$ cat config.mk
export PLATFORM = sky130hd
export DESIGN_NAME = ram_dp_sync
export DESIGN_NICKNAME = d
export VERILOG_FILES = /design/src/rtl/ram_pkg.sv /design/src/rtl/ram_array.sv /design/src/rtl/ram_dp_sync.sv
export SDC_FILE = /design/constraint.sdc
export NUM_CORES = 1
export LEC_CHECK = 0
export ABC_AREA = 1
export ABC_CLOCK_PERIOD_IN_PS = 5100
export BUFFER_PORTS_ARGS = -buffer_cell sky130_fd_sc_hd__buf_2
export CORE_MARGIN = 3
export CORE_UTILIZATION = 45
export CTS_CLUSTER_SIZE = 40
export DETAILED_ROUTE_END_ITERATION = 6
export GPL_ROUTABILITY_DRIVEN = 0
export GPL_TIMING_DRIVEN = 0
export SLEW_MARGIN = 20
export SYNTH_ARGS = -nofsm -noshare
export SYNTH_HDL_FRONTEND = slang
export SYNTH_SLANG_ARGS = --single-unit
$ cat constraint.sdc
create_clock -name clk -period 5.1 [get_ports clk]
set_clock_uncertainty 0.2 [all_clocks]
set_input_delay 1.02 -clock clk [delete_from_list [all_inputs] [get_ports clk]]
set_output_delay 1.02 -clock clk [all_outputs]
set_load 0.03 [all_outputs]
$ cat src/rtl/ram_pkg.sv
// Shared types and constants for the dual-port synchronous RAM.
package ram_pkg;

  // Controller state: sweeping the array to INIT_VAL, or serving port accesses.
  typedef enum logic {
    RAM_CLEAR = 1'b0,
    RAM_READY = 1'b1
  } ram_state_t;

  // Values for RD_MODE: what a read returns when it hits the word being written.
  localparam int RD_FIRST = 0;  // old data
  localparam int WR_FIRST = 1;  // new data

endpackage

$ cat src/rtl/ram_array.sv
// Storage core: one write port, one registered read port.
// The array itself has no reset; only the read register does.
module ram_array
  import ram_pkg::*;
#(
  parameter int DATA_W  = 4,
  parameter int ADDR_W  = 4,
  parameter int RD_MODE = RD_FIRST
) (
  input  logic              clk,
  input  logic              rst,
  input  logic              we,
  input  logic [ADDR_W-1:0] waddr,
  input  logic [DATA_W-1:0] wdata,
  input  logic              re,
  input  logic [ADDR_W-1:0] raddr,
  output logic [DATA_W-1:0] rdata
);

  localparam int DEPTH = 1 << ADDR_W;

  logic [DATA_W-1:0] mem [DEPTH];
  logic [DATA_W-1:0] rdata_d, rdata_q;

  // Next read data: hold unless a read is requested; write-first mode
  // forwards the incoming word on a same-address collision.
  always_comb begin
    rdata_d = rdata_q;
    if (re) begin
      if (RD_MODE == WR_FIRST && we && (waddr == raddr))
        rdata_d = wdata;
      else
        rdata_d = mem[raddr];
    end
  end

  // Array write; a read in the same cycle sees the pre-edge contents.
  always_ff @(posedge clk) begin
    if (we) mem[waddr] <= wdata;
  end

  // Read data register.
  always_ff @(posedge clk or posedge rst) begin
    if (rst) rdata_q <= '0;
    else     rdata_q <= rdata_d;
  end

  assign rdata = rdata_q;

endmodule

$ cat src/rtl/ram_dp_sync.sv
// Dual-port synchronous RAM with registered read, read-valid pulse and
// a clear sequencer that sweeps every word to INIT_VAL.
module ram_dp_sync
  import ram_pkg::*;
#(
  parameter int              DATA_W         = 4,
  parameter int              ADDR_W         = 4,
  parameter int              RD_MODE        = RD_FIRST,
  parameter int              CLEAR_ON_RESET = 1,
  parameter logic [DATA_W-1:0] INIT_VAL     = '0
) (
  input  logic              clk,
  input  logic              rst,
  input  logic              write_en,
  input  logic [ADDR_W-1:0] wr_addr,
  input  logic [DATA_W-1:0] dataIN,
  input  logic              read_en,
  input  logic [ADDR_W-1:0] rd_addr,
  input  logic              clear_req,
  output logic [DATA_W-1:0] dataOut,
  output logic              dataValid,
  output logic              busy
);

  localparam logic [ADDR_W-1:0] CNT_LAST = '1;

  ram_state_t        state_q, state_d;
  logic [ADDR_W-1:0] cnt_q, cnt_d;
  logic              busy_q, busy_d;
  logic              valid_q, valid_d;

  logic              arr_we, arr_re;
  logic [ADDR_W-1:0] arr_waddr;
  logic [DATA_W-1:0] arr_wdata;

  // Next state, sweep counter and write-port mux: the sweep owns the write
  // port while clearing, user ports are gated off until READY.
  always_comb begin
    state_d   = state_q;
    cnt_d     = cnt_q;
    arr_we    = 1'b0;
    arr_waddr = wr_addr;
    arr_wdata = dataIN;
    arr_re    = 1'b0;
    case (state_q)
      RAM_CLEAR: begin
        arr_we    = 1'b1;
        arr_waddr = cnt_q;
        arr_wdata = INIT_VAL;
        cnt_d     = cnt_q + 1'b1;  // wraps to 0 after the last word
        if (cnt_q == CNT_LAST) state_d = RAM_READY;
      end
      RAM_READY: begin
        arr_we = write_en;
        arr_re = read_en;
        // Accesses in the request cycle still go through.
        if (clear_req) begin
          state_d = RAM_CLEAR;
          cnt_d   = '0;
        end
      end
      default: state_d = RAM_READY;
    endcase
    busy_d  = (state_d == RAM_CLEAR);
    valid_d = arr_re;
  end

  // Controller registers; busy and valid are registered outputs.
  always_ff @(posedge clk or posedge rst) begin
    if (rst) begin
      state_q <= (CLEAR_ON_RESET != 0) ? RAM_CLEAR : RAM_READY;
      cnt_q   <= '0;
      busy_q  <= (CLEAR_ON_RESET != 0);
      valid_q <= 1'b0;
    end else begin
      state_q <= state_d;
      cnt_q   <= cnt_d;
      busy_q  <= busy_d;
      valid_q <= valid_d;
    end
  end

  ram_array #(
    .DATA_W (DATA_W),
    .ADDR_W (ADDR_W),
    .RD_MODE(RD_MODE)
  ) u_array (
    .clk  (clk),
    .rst  (rst),
    .we   (arr_we),
    .waddr(arr_waddr),
    .wdata(arr_wdata),
    .re   (arr_re),
    .raddr(rd_addr),
    .rdata(dataOut)
  );

  assign dataValid = valid_q;
  assign busy      = busy_q;

endmodule

# == Word-level counts from Yosys, hierarchy flattened ==
# Memory sizes are Yosys's and may differ from the RTL's. A register that Yosys moved wholly into a read port is not among the register bits.
# Cells that the tools add are included.
# word_totals
register_bits,7
ram_bits,64
input_bits,17
elab_cells,21
n_memories,1
# memory_table
memory,depth,width,read_ports,rd_clocked_by_memory_dff,write_ports,line_no,source
u_array.mem,16,4,1,1,1,ram_array.sv:22,logic [DATA_W-1:0] mem [DEPTH];
# classes
add_sub_neg,1
eq_ne,2
n_mux,11
bitwise,2
# op_table
cell,n
2-to-1 mux 4 bit,3
one-hot mux 4 bit (2 select lines),1
2-to-1 mux 1 bit,5
adder 4 x 1 -> 4 bit (second input constant),1
== test 4 bit (second input constant),1
one-hot mux 1 bit (2 select lines),2
!= test 2 bit (second input constant),1
inverter 1 bit,2

# == Longest topological paths before layout ==
# Gate-level depths: netlist of the first run.
# logic_depth
word_depth,4
mapped_depth,11
ltp_nobuf,9

# == By module ==
# A second synthesis of the first run with hierarchy kept.
# unflattened
cells_unflattened,313
area_unflattened_um2,3309.4
# modules_own_cells
mod,instances,cells_each,area_per_inst_um2
ram_array,1,256,2914.0
ram_dp_sync,1,57,395.4

# == Worst setup path after synthesis of the first run ==
# No wires, ideal clock.
# synth_path
path_kind,input to register
from,in wr_addr[3]
to,"mem u_array.mem[7][0], enable pin"
arrival_ns,1.669
t_required_ns,4.571
setup_slack_ns,2.902
path_stages,4
cell_sequence,or2_0 > o21ai_2 > nand3_2 > nor2_1
# synth_between
elab_chain_cells,1
# synth_lines
item,line_no,source
start: declaration,ram_dp_sync.sv:15,"input logic [ADDR_W-1:0] wr_addr,"
2-to-1 mux 4 bit,ram_dp_sync.sv:45,case (state_q)
end: declaration,ram_array.sv:22,
# No other way between the ends.

# == Worst setup path after layout of the first run ==
# layout_path
from,"reg busy_q, in the netlist busy"
to,out busy
# layout_lines
item,line_no,source
start: declaration,ram_dp_sync.sv:29,"logic busy_q, busy_d;"
start signal: assignment,ram_dp_sync.sv:73,busy_q <= (CLEAR_ON_RESET != 0);
start signal: assignment,ram_dp_sync.sv:78,busy_q <= busy_d;
end: declaration,ram_dp_sync.sv:22,output logic busy
# No word-level cell between the ends.

==> flow_results.org, run 1 <==
** Run status
- Outcome :: finished, final reports clean

** Clock tree
- # Post-CTS Setup Buffers :: 0
- Clock tree synthesis selected as its root buffer the cell sky130_fd_sc_hd__clkbuf_8.
- Clock H-tree levels :: 3
- The clock passes through at most 2 buffers.
- TritonCTS created 9 clock buffers.
- Clock tree from TritonCTS :: yes
- In this run, post-CTS repair resized a total of 0 instances.
- Latest clock arrival within the worst-skew pair :: 340 ps
- Clock-pin slew was measured on the worst setup and hold paths at 70 ps.
- After clock tree synthesis, the flow added hold-fix buffers numbering 0.
- The clock net in this run drives a total of 75 sinks.

** Placed design
- Detailed placement finished with a half-perimeter wire length of 4.63 mm.
- Total cell area at the placement stage :: 0.00346 mm^2
- Input/output buffers :: 19

** Routing
- The final layout contains routed wiring with a total length of 6.57 mm.
- Post-route DRC :: 0
- Post-DR vias/cell :: 4.88
- WL per Instance :: 15.2 um
- Number of nets with antenna violations after detailed routing :: 0
- Routed vias :: 2111
- The first detailed-routing pass took 4 iterations.
- Iter 0 DRT Violations :: 122

** Floorplanning
- Height of the chip :: 90.9 um
- Top-level I/O count :: 23
- Starting density of the core :: 47.0%
- After floorplanning, the core was sized to cover 0.00691 mm^2.
- Measured along the x axis, the die boundary spans 90.9 um.
- The floorplan has 30 rows.
- Area of the die :: 0.00827 mm^2

** Final layout
- Registers take 0.00220 mm^2.
- Most frequent cells in the layout :: sky130_fd_sc_hd__nand2_1, sky130_fd_sc_hd__edfxtp_1, sky130_fd_sc_hd__nand3_1, sky130_fd_sc_hd__buf_2, sky130_fd_sc_hd__nor2_1
- Ratio of cells with drive above 1 in the final layout :: 15.7%
- Leading cell type in the layout, fill and taps excluded :: sky130_fd_sc_hd__nand2_1
- P&R area growth vs syn :: 11.3%
- Fill cell total of the finished layout :: 629
- 0 antenna diodes ended up in the layout.
- Net count of the finished layout :: 350
- Summing all multi-input logic gate instances after layout gives 862 um^2.
- After routing the design area is 0.00361 mm^2.

** Power and ir drop
- Internal cell power :: 1.18 mW
- Of the total power, combinational logic draws 27.7%.
- In this run switching power makes up 34.4% of total power.
- Of the total power, the clock network draws 21.0%.
- In this run the power density over the cells is 498 mW/mm^2.
- Cell leakage power :: 1.52 nW
- Sequential share of power :: 51.4%
- Total power consumption of the routed design :: 1.80 mW
- Summed over all nets, the switching power comes to 0.619 mW.
- Maximum vdd ir drop :: 0.283 mV

** Global route
- Antenna violations before repair :: 0
- Entering global routing, the biggest net connects 17 pins.
- Global routing consumed, over all layers together, 17.3% of the routing resources.
- The number of global-route vias before repair is 2102.
- Aggregate global routing overflow :: 0
- Wire length of the first global-routing pass :: 10.8 mm

** STA
- Setup repair after global routing left no endpoint under its margin.
- Headroom to the max-slew limit came out at 59.6%.
- Count of endpoints failing setup in the final report :: 0
- The tightest hold path in the finished design has a slack of 285 ps.
- For this run, the top clock speed supported by timing is 0.444 GHz.
- Min cycle time layout :: 2250 ps
- Worst Tran Pin Value :: 605 ps
- Fin Setup TNS :: 0 ps
- Dividing the final minimum period by the clock period gives 44.2%.
- The final number of hold-violating endpoints was 0.
- The final number of max-transition violations is 0.

** Yosys
- Netlist area before placement :: 0.00325 mm^2
- Summed over all instances, the cell type with the most area after synthesis is sky130_fd_sc_hd__edfxtp_1.
- After synthesis, the largest area contributor takes up 59.2% of total cell area.
- In this run the mean area of a mapped cell was 10.7 um^2.
- Sequential-to-total area share from yosys stat :: 67.7%
- Number of storage elements in the synthesis netlist :: 75
- Post-synthesis cell count :: 302
- Synthesis instantiated 23 different standard cells from the library.
- The number of nets handed over by synthesis was 320.
- Yosys printed 0 warnings.
- In the post-synthesis netlist, the biggest area contributors are sky130_fd_sc_hd__edfxtp_1, sky130_fd_sc_hd__nand2_1, sky130_fd_sc_hd__dfrtp_1.

** Worst setup path
- Largest fanout on the critical path :: 1
- Traced cell by cell, the critical path runs through buf_2.
- Slowest cell on crit path :: sky130_fd_sc_hd__dfstp_2
- CP top delay family :: flip-flops
- Data arrival, critical path :: 1030 ps
- Endpoint required time on the critical path :: 3880 ps
- Capturing element type of the critical path :: output port
- Peak per-stage delay on the critical path :: 510 ps
- STA classifies the critical path startpoint as a flop.
- Count of buffering cells on the critical path with inverters included :: 1
- The setup path with the least slack is of type reg2out.

** Hold path
- Type of the worst min-delay path :: reg2reg

** Flow run
- Max-cap violations in this run came to 0.
-- flip-flops by register name, indices dropped and copies added, names as in the netlist --
register and flops:
cnt_q 4, busy 1, state_q 1, u_array.rdata 4, u_array.mem 64, dataValid 1
-- cell families after synthesis --
family	synth area share, %
adders and majority gates	0.385
buffers and inverters	5.71
DFF	67.7
and+or+nand+nor	24.5
AOI/OAI and AO/OA	1.70
-- worst reg2reg max path, delay by kind of cell, from the launching register on --
family	cells	cell delay (ps)
AND/OR/NAND/NOR	3	610
flip-flops	1	430
buffers and inverters	2	170
AO/OA/AOI/OAI	1	190
-- final cells by class --
class	instances	area share (%)
flip-flops and latches	75	60.8
multi-input cells	196	23.9
clock buffers	12	3.74
well taps	96	3.32
plain buffers	12	3.08
repair buffers	19	2.63
inverters	19	2.04
clock inverters	4	0.485
-- synth_stat cells (all sizes together) --
cell,number
edfxtp,64
a221oi,1
o21ai,3
dfrtp,10
nand2,113
or2,2
dfstp,1
a21oi,2
nand3,54
a31oi,1
inv,19
nor2,18
buf,12
ha,1
o21a,1
-- worst paths after layout --
kind / from / cells past startpoint / end / slack (ps)
min in group asynchronous: rst / 2 / u_array.rdata[0] / 470
hold reg to reg: u_array.rdata[0] / 2 / u_array.rdata[0] / 290
max in group asynchronous: rst / 2 / busy / 3890
setup / recovery: busy / 1 / busy / 2850
hold / removal: u_array.rdata[0] / 2 / u_array.rdata[0] / 290
setup reg to reg: state_q / 6 / u_array.mem[3][3] / 3150
-- routing by layer --
layer	wire, um	global-route usage (%)	up-vias
li1	-	-	1071
met1	3060	23.5	987
met2	3080	26.7	47
met3	355	4.33	6
met4	78	6.66	0
met5	0	0	-
-- metrics by stage --
stage,instances,utilization (%),setup WS (ps)
3_5_place_dp,417,50.1,2570
2_1_floorplan,302,-,2900
4_1_cts,433,52.3,2830
5_1_grt,433,52.3,2810
3_3_place_gp,417,50.1,2570
6_report,433,52.3,2850
-- power groups by stage --
| stage | Sequential (mW) | Combinational, mW | Clock (mW) |
|---|---|---|---|
| CTS | 0.926 | 0.504 | 0.382 |
| detailed placement | 0.939 | 0.501 | 0 |
| finish | 0.925 | 0.498 | 0.378 |
| global placement | 0.935 | 0.494 | 0 |
| global route | 0.942 | 0.570 | 0.406 |
| floorplan | 0.964 | 0.328 | 0 |
No activity file was read; power rests on OpenSTA's default activity.
==> run 2: changes to the inputs <==
- ABC_AREA: 1 -> 0
- ABC_CLOCK_PERIOD_IN_PS: 5100 -> 2000
- clock period: 5.1 -> 2 ns (I/O delays scaled with it)
==> flow_results.org, run 2 <==
** Yosys
- The mapped netlist covers 0.00315 mm^2.
- Synthesis warning total :: 0
- Counting flops with a built-in enable in the synthesized netlist gives 64.
- In the synthesized netlist the dominant register cell turns out to be sky130_fd_sc_hd__edfxtp_1.
- sky130_fd_sc_hd__edfxtp_1 is the most common cell in the netlist.
- Yosys top cell area share :: 61.1%
- Synth cell types :: 34
- Net Count, Synth :: 230
- Fraction of registers with async set or reset after synthesis :: 14.7%
- Sequential cells were found to cover 69.9% of the synthesized design area.
- Counting every instance in the synthesized netlist gives 212.
- Dividing the synthesized area by the synthesized cell count gives 14.8 um^2.
- Largest cells by area after synthesis :: sky130_fd_sc_hd__edfxtp_1, sky130_fd_sc_hd__dfrtp_1, sky130_fd_sc_hd__mux2i_1
- Most frequent cells after synthesis :: sky130_fd_sc_hd__edfxtp_1, sky130_fd_sc_hd__mux2i_1, sky130_fd_sc_hd__nor2_1, sky130_fd_sc_hd__nand2_1, sky130_fd_sc_hd__dfrtp_1
- The synthesized design spends more area on one cell type than any other, namely sky130_fd_sc_hd__edfxtp_1.
- The synthesized design contains 75 register bits.

** Global route
- Largest net degree at the start of global routing :: 17
- The number of global-route vias before repair came to 1773.
- GRT Total Usage :: 17.5%
- The first global-routing pass estimated 9.72 mm of wire.
- The initial antenna violation count is 0.
- The total overflow left after global routing is 0.

** Final layout
- P&R area growth vs syn :: 15.2%
- At the end of the flow the core is filled with cells to 55.2%.
- Final non-filler cell area :: 0.00362 mm^2
- Fill cell total of the finished layout :: 553
- Ant diodes :: 0
- Number of flip-flops under the largest register name :: 64
- Leading cell type in the layout, fill and taps excluded :: sky130_fd_sc_hd__edfxtp_1
- Most frequent cells in the layout :: sky130_fd_sc_hd__edfxtp_1, sky130_fd_sc_hd__mux2i_1, sky130_fd_sc_hd__buf_2, sky130_fd_sc_hd__nand2_1, sky130_fd_sc_hd__nor2_2
- At the end of the flow, the number of nets in the layout was 262.
- The register with the most flip-flops in the final layout is u_array.mem.
- The post-route netlist has 28.9% of its cells at a drive strength greater than 1.

** Placed design
- Total cell area at the placement stage :: 0.00336 mm^2
- Input/output buffers :: 20
- The wire-length estimate of the detail-placed layout is 4.33 mm.

** Routing
- Post-route DRC :: 0
- Using the TritonRoute via totals, the vias-per-cell ratio works out to 5.27.
- Routed vias :: 1801
- Iter 0 DRT Violations :: 139
- The first detailed-routing pass ran for 4 iterations.
- Summed over all layers, the routed wires come to 6.26 mm.
- Number of nets with antenna violations after detailed routing :: 0
- Dividing the detail-routed wire length by the instance count gives 18.3 um.

** Floorplanning
- Top-level I/O count :: 23
- The die covers 0.00803 mm^2.
- The region available for standard cell placement spans 0.00657 mm^2.
- The floorplan step set the die height to 89.6 um.
- Starting density of the core :: 47.9%
- Number of placement rows :: 29
- In this run the horizontal extent of the chip is 89.6 um.

** STA
- Measured against its own limit, the worst slew margin works out to 55.8%.
- Fin Setup TNS :: 0 ps
- Min cycle time layout :: 1940 ps
- Worst-case hold slack :: 59.1 ps
- The worst path uses 97.0% of the clock period.
- Number of hold violations in the final report :: 0
- For this run, the top clock speed supported by timing is 0.515 GHz.
- Setup violations remaining at the end of the flow were counted as 0.
- Setup repair after global routing could not meet its margin everywhere.
- Worst Tran Pin Value :: 660 ps
- The final number of max-transition violations is 0.

** Worst setup path
- CP endpoint :: u_array.mem[5][3]
- The worst register-to-register path has a depth of 4.
- Type of element launching the critical path :: flop
- Capturing element type of the critical path :: flop
- The setup check on the worst reg-to-reg path leaves a slack of 60 ps.
- Kind of critical path :: reg2reg
- Reg2reg start :: state_q
- Data arrival, critical path :: 1780 ps
- Endpoint required time on the critical path :: 1840 ps
- Critical Path Start :: state_q
- In this run the worst path has a maximum fanout of 10.
- Worst reg2reg endpoint :: u_array.mem[5][3]

** Power and ir drop
- The worst-case IR drop observed on VDD is 0.751 mV.
- Cell leakage power :: 1.35 nW
- The completed layout was analyzed and its total power is 4.54 mW.
- Pwr per Cell Area :: 1250 mW/mm^2

** Clock tree
- The root buffer cell chosen for the clock tree is sky130_fd_sc_hd__clkbuf_8.
- The longest clock path from root to sink contains 2 buffers.
- Buffers inserted during clock tree synthesis total 9.
- Latest clock arrival within the worst-skew pair :: 350 ps
- Clock tree from TritonCTS :: yes
- In this run the post-CTS setup repair buffer count came out at 0.
- Total number of clock tree sinks :: 75
- Clock-pin slew on the worst setup and hold paths :: 70 ps
- Clock H-tree levels :: 3

** Hold path
- Type of the worst min-delay path :: in2reg

** Flow run
- Maximum Capacitance Violations :: 0

** Run status
- The run finished with clean final reports.
[run 2: cell count changes after synthesis, sizes merged, moves of 3 or more]
cell,change
inv,-13
nand2,-97
buf,-5
a221oi,+3
mux2i,+24
mux4,+4
nand3,-49
nor2,+5
nor2b,+6
a22oi,+4
o21ai,+3
a31oi,+4
and2,+5
nand4,+4
[run 2: where the power goes]
group          leakage [nW]  total [mW]  switching [mW]  internal [mW]
Clock                 0.100        1.11           0.548          0.560
Sequential            0.734        2.27           0.140           2.13
Combinational         0.521        1.16           0.800          0.363
Total                  1.35        4.54            1.49           3.05
[run 2: timing repair]
item / CTS / global route
setup endpoints to repair: 8 / 124
hold buffers: 1 / 0
gates resized for setup: 2 / 21
hold endpoints to repair: 10 / 0
[run 2: per-stage QoR]
| step | setup WS (ps) | cells |
|---|---|---|
| 2_1_floorplan | 267 | 212 |
| 3_3_place_gp | -4.26 | 325 |
| 3_5_place_dp | -3.69 | 325 |
| 4_1_cts | 5.80 | 342 |
| 5_1_grt | -24.7 | 342 |
| 6_report | 59.6 | 342 |
[run 2: final cells by class]
class | count | area (um^2) | share of cell area, %
sequential | 75 | 2200 | 60.7
multi-input combinational | 122 | 915 | 25.2
clock buffer | 9 | 124 | 3.42
tap | 93 | 116 | 3.21
timing repair buffer | 21 | 110 | 3.04
buffer | 9 | 78.8 | 2.18
clock inverter | 7 | 58.8 | 1.62
inverter | 6 | 22.5 | 0.622
[run 2: worst min-delay path by stage]
| stage | startpoint | cells after the start | to |
|---|---|---|---|
| floorplan | rst | 1 | cnt_q[0] |
| global placement | rst | 2 | cnt_q[1] |
| detailed placement | rst | 2 | cnt_q[0] |
| CTS | clear_req | 2 | cnt_q[1] |
| global route | clear_req | 2 | cnt_q[1] |
| finish | clear_req | 2 | cnt_q[1] |
[run 2: metal layers]
metal	global-route usage, %	vias to the layer above	wire length, um
met5	0	-	0
met4	8.12	0	157
met3	3.38	13	191
met2	27.4	38	3000
met1	23.6	885	2910
li1	-	865	-
[run 2: logic make-up (layout without fill, tap and decap cells)]
logic type / count (synthesis) / after routing / share of synthesized area, %
AO/OA/AOI/OAI: 28 / 28 / 6.36
flip-flops: 75 / 75 / 69.9
adder cells (fa/ha/maj): 1 / 1 / 0.398
multiplexers: 28 / 28 / 10.5
buffers and inverters: 15 / 52 / 3.18
AND/OR/NAND/NOR: 65 / 65 / 9.67
[run 2: worst max-delay path: stages (launching register included)]
cell and delay (ps):
sky130_fd_sc_hd__dfrtp_1 360, sky130_fd_sc_hd__buf_2 180, sky130_fd_sc_hd__buf_2 200, sky130_fd_sc_hd__o32a_1 420
sky130_fd_sc_hd__nor2_2 270
